### config.mk
export PLATFORM = sky130hd
export DESIGN_NAME = axis_skid_buf
export DESIGN_NICKNAME = d
export VERILOG_FILES = /design/src/rtl/axis_skid_buf.sv
export SDC_FILE = /design/constraint.sdc
export NUM_CORES = 1
export LEC_CHECK = 0
export ABC_CLOCK_PERIOD_IN_PS = 1600
export CORE_MARGIN = 1.5
export CORE_UTILIZATION = 46
export CTS_BUF_LIST = sky130_fd_sc_hd__clkbuf_16
export DETAILED_ROUTE_END_ITERATION = 10
export HOLD_SLACK_MARGIN = 0.02
export PLACE_DENSITY = 0.76
export SETUP_SLACK_MARGIN = 0.15
export SYNTH_ARGS = -nofsm -noshare
export SYNTH_HDL_FRONTEND = slang
export SYNTH_SLANG_ARGS = --single-unit
### constraint.sdc
create_clock -name clk -period 1.6 [get_ports clk]
set_clock_uncertainty 0.05 [all_clocks]
set_input_delay 0.32 -clock clk [delete_from_list [all_inputs] [get_ports clk]]
set_output_delay 0.32 -clock clk [all_outputs]
set_load 0.01 [all_outputs]
### src/rtl/axis_skid_buf.sv
// Two-entry skid buffer: registered ready (low when full), one cycle from
// accept to output valid, strict in-order delivery.
module axis_skid_buf #(
    parameter int unsigned W = 8
) (
    input  logic         clk,
    input  logic         rst,
    input  logic         s_valid,
    output logic         s_ready,
    input  logic [W-1:0] s_data,
    output logic         m_valid,
    input  logic         m_ready,
    output logic [W-1:0] m_data
);

    logic [W-1:0] mem [2];
    logic         wr_ptr;
    logic         rd_ptr;
    logic [1:0]   count;
    logic [1:0]   count_next;
    logic         ready_q;
    logic         push;
    logic         pop;

    assign push    = s_valid & ready_q;
    assign pop     = (count != 2'd0) & m_ready;
    assign s_ready = ready_q;
    assign m_valid = (count != 2'd0);
    assign m_data  = mem[rd_ptr];

    // Occupancy after this cycle's push/pop.
    always_comb begin
        count_next = count + 2'(push) - 2'(pop);
    end

    // Storage, pointers, occupancy and the registered ready.
    always_ff @(posedge clk) begin
        if (rst) begin
            mem     <= '{default: '0};
            wr_ptr  <= 1'b0;
            rd_ptr  <= 1'b0;
            count   <= 2'd0;
            ready_q <= 1'b0;
        end else begin
            if (push) begin
                mem[wr_ptr] <= s_data;
                wr_ptr      <= ~wr_ptr;
            end
            if (pop) begin
                rd_ptr <= ~rd_ptr;
            end
            count   <= count_next;
            ready_q <= (count_next != 2'd2);
        end
    end

endmodule

### Yosys cells after proc, flatten, opt, wreduce, memory -nomap -nowiden

Index checks and enable logic that the tools add are counted.

* register bits after elaboration: 21
* input port bits: 12
* output and inout port bits: 10
* word-level logic and storage cells: 26

* $add $sub $neg: 2
* $lt $le $gt $ge: 3
* equality and inequality tests: 1
* multiplexer cells: 6
* bitwise gates (word level): 6
* reduce and logical (&&, ||, !) cells: 2

Operators by type and width (count)
* $mux 8: 4
* $bwmux 16: 1
* $demux 8 s1: 1
* $ge 2x2->1 const B: 2
* $not 1->2: 2
* $add 2x1->2: 1
* $and 1x1->1: 2
* $lt 2x1->1 const B: 1
* $ne 2x2->1 const B: 1
* $not 1->1: 2
* $reduce_bool 2->1: 1
* $sub 2x1->2: 1
* $logic_and 1x1->1: 1

### Depth between registers and ports, before layout

* word-level depth: 6
* depth in mapped cells: 6
* gate-level depth less buffers: 6

### Worst setup path before layout

OpenSTA, ideal clock, no wires.

* kind: reg-to-reg
* start: register count[1]
* end: register ready_q, in the netlist s_ready
* setup time: 0.115 ns
* data arrival time: 1.310 ns
* data required time: 1.435 ns
* setup slack: 0.125 ns
* cell stages (with the launch flop): 7
* path buffers: 0
* period minus slack after synthesis: 1.475 ns
* path through: dfxtp_1 -> or2_2 -> nand2_1 -> xor2_1 -> ha_1 -> xor2_1 -> o21ba_1

* cells in the longest elaborated chain, start to end: 4
* elaborated cells between the ends (all ways): 5
* classes of those cells: add/sub: 2; eq/ne: 1; bitwise: 1; reduce/logical: 1

Ends and longest elaborated chain
* start: declaration: line 19 `logic [1:0] count;`
* start signal: assignment: line 52 `count <= count_next;`
* $reduce_bool 2->1
* named net m_valid: line 11 `output logic m_valid,`
* $and 1x1->1: line 26 `assign pop = (count != 2'd0) & m_ready;`
* $sub 2x1->2: line 33 `count_next = count + 2'(push) - 2'(pop);`
* $ne 2x2->1: line 53 `ready_q <= (count_next != 2'd2);`
* end signal: assignment: line 53
* end: declaration: line 21 `logic ready_q;`

The timed path passes the listed nets, and every way through them passes these cells.
A chain may end at the register's enable or synchronous reset.

### Final worst setup path

* start: register rd_ptr
* end: output port m_data[2]

* cells in the longest elaborated chain, start to end: 4

Ends and longest elaborated chain
* start: declaration: line 18 `logic rd_ptr;`
* start signal: assignment: line 50 `rd_ptr <= ~rd_ptr;`
* $not 1->2 (implied by the code): line 29 `assign m_data = mem[rd_ptr];`
* $mux 8 (implied by the code) (3 in a row): line 29
* end: declaration: line 13 `output logic [W-1:0] m_data`

Every way passes these cells. The select of a mux whose other input is x is not followed.

==> results.txt <==
----------------------------------------------------
[Global route]
  Largest net degree at the start of global routing ... 13
  GR Overflow Total ... 0
  Via count of the first global-routing pass ... 701
  Antenna violations before repair ... 0
  Aggregate global-route resource usage ... 20.6%
  Global-route wire length before repair ... 3.04 mm

[Synthesis]
  Seq/Total Area, Yosys ... 48.0%
  Register bit total from synthesis ... 21
  Average cell area after synthesis ... between 9 and 10 um^2
  Unique masters post-synth ... 19
  Count of warnings emitted by yosys ... 0
  Number of instances in the synthesized netlist ... 92
  Post-synth net total ... roughly 110
  Total standard cell area after synthesis ... between 800 and 900 um^2

[Finish]
  Final instance area ... 0.00136 mm^2
  Synth-to-Final Area Change ... 55.6%
  Total inserted antenna cells ... 0
  Number of nets in the layout ... roughly 140
  Number of filler instances in the final layout ... ~130
  Share of final-layout standard cells stronger than drive strength 1 ... 36.2%
  Number of standard cells in the layout, taps in and fillers out ... between 150 and 200
  Most frequent standard cell in the layout excluding fill and tap cells ... dfxtp_1
  Highest-count cells in the layout ignoring fill and taps ... dfxtp_1 (18), nand2_1 (17), buf_4 (15)

[Routing]
  Routed metal-1 wire length ... 898 um
  Wire length per cell after detailed routing ... 13.9 um
  1st-pass router iterations ... 4
  Total routed wirelength ... 2.16 mm
  WL met2 ... 1.12 mm
  Total length of routed met3 wires ... 93 um
  Drt via density ... 4.85
  Remaining antenna violation count ... 0
  Highest metal layer used by the detailed router ... met4
  Overall via count from detail_route ... 752
  Detailed router's first-iteration violation count ... 11
  Number of DRC violations after detailed routing ... 0

[STA]
  Clock period minus final worst setup slack ... roughly 1600 ps
  Max-slew violation count ... 0
  Max Clk Rate ... 643 MHz
  Final Cycle Share ... 97.1%
  Final sum of negative setup slack ... 0 ps
  Slew headroom ... 78.5%
  Final Hold Violating Endpoints ... 0
  Tightest Pin Transition ... around 320 ps
  Worst hold margin ... approximately 400 ps
  Final number of setup-violating endpoints ... 0
  RSZ-0062 raised after global routing ... yes

[Critical path]
  Required time reported for the critical path endpoint ... 1230 ps
  Maximum fanout count along the critical path ... 5
  Cell depth of the worst flop-to-flop path ... 5
  Worst setup SP type ... flip-flop
  Startpoint of the lowest-slack register-to-register path ... count[1]
  Critical path start-end classification ... flip-flop to output pin
  Category of the worst setup path capture point ... output pin
  Start point of the critical path ... rd_ptr
  CP arrival ... around 1200 ps

[Clocking]
  Clock Sink Count ... 21
  Hold buffers post-CTS ... 0
  CTS root buf ... clkbuf_16
  TritonCTS clock tree ... yes
  Clk pin slew, worst setup/hold paths ... 60 ps
  Number of CTS-inserted buffers ... 3
  Worst-skew pair later-pin latency ... 250 ps
  Largest buffer count on any clock path ... 2
  Number of levels the H-tree was split into ... 1

[Hold path]
  Worst hold stages ... 2
  Hold WC Path Type ... flip-flop to flip-flop
  Hold Startpoint ... mem[14]

[Floorplan]
  Die Height ... between 40 and 50 um
  Total I/O pin count ... 22
  Number of cell rows ... 15
  Chip Width ... 46.6 um
  Floorplan die area ... 0.00217 mm^2
  Area of the core ... ~0.0018 mm^2
  Starting density of the core ... between 40% and 50%

[Place]
  Gp weighted congestion ... 0.715
  Total cell area at the placement stage ... approximately 0.0012 mm^2
  Port-buffer cells ... 21
  Post-Place Cells ... 145
  HPWL after detailed placement ... 1.35 mm

[Power]
  Maximum vdd ir drop ... ~1.2 mV
  Power Dens Cells ... ~1400 mW/mm^2
  Leakage Power ... 0.630 nW

[Run]
  Max-cap check violation count ... 0

[Run status]
  Status ... finished, final reports clean

----------------------------------------------------
cells by family (layout without fill, tap and decap cells):
family,Yosys count,count (layout),synth area share [%]
simple gates,35,35,17.9
flops,21,21,48.0
mux,17,17,20.6
compound gates,11,11,7.14
buf+inv,4,42,2.00
xor+xnor,3,3,3.00
fa+ha+maj,1,1,1.43
power breakdown:
part	switching, mW	total, mW	internal, mW
combinational	0.275	0.675	0.400
clock	0.184	0.519	0.335
sequential	0.0530	0.652	0.599
total	0.512	1.85	1.34
flip-flops by register name (all words and copies together), names as in the netlist:
name and cells:
s_ready 1, wr_ptr 1, count 2, mem 16, rd_ptr 1
cell usage after synthesis:
cell type	instances	area share (%)
nand2_1	18	7.7
ha_1	1	1.4
or2_1	1	0.71
and2b_4	1	1.1
buf_2	2	1.1
or2_2	1	0.71
a21oi_1	9	5.1
nand2_2	1	0.71
clkbuf_1	2	0.86
dfxtp_1	21	48
xor2_1	3	3.0
mux2_2	8	10
o21ba_1	1	1.1
a21boi_1	1	0.86
nand3_2	1	1.1
nor2b_1	1	0.71
nor2_1	10	4.3
nor2_2	1	0.71
mux2i_1	9	10
worst max-delay path: stages (launching register included):
cell,delay (ps)
dfxtp_2,350
buf_6,140
mux2_4,320
buf_6,120
stage by stage:
step | utilization [%] | setup slack [ps] | power, mW
detailed placement | 67.3 | -194 | 1.20
CTS | 75.4 | 38.4 | 1.81
finish | 77.2 | 45.6 | 1.85
floorplan | - | 228 | 0.951
global placement | 67.3 | -156 | 1.18
global route | 77.2 | 18.3 | 1.93
path summary, 6_finish.rpt:
kind,endpoint,slack [ps]
max,m_data[2],50
min reg2reg,mem[14],410
min,mem[14],410
max reg2reg,s_ready,150
what timing repair did:
item	in CTS	in global routing
gates resized for setup	53	6
setup buffers	5	1
pin swaps	3	0
setup endpoints to repair	20	9
final cells by class:
type	count	area, um^2	area share, %
flip-flops and latches	21	424	31.1
clock inverters	1	5.00	0.367
multi-input cells	67	475	34.9
well taps	25	31.3	2.30
repair buffers	38	352	25.8
clock buffers	3	75.1	5.51
metal layers:
metal  vias up  global-route usage (%)
met3         4                    4.71
li1        379                       -
met4         0                    10.0
met1       345                    25.5
met5         -                       0
met2        24                    33.6
Power figures use the tool's default switching activity.
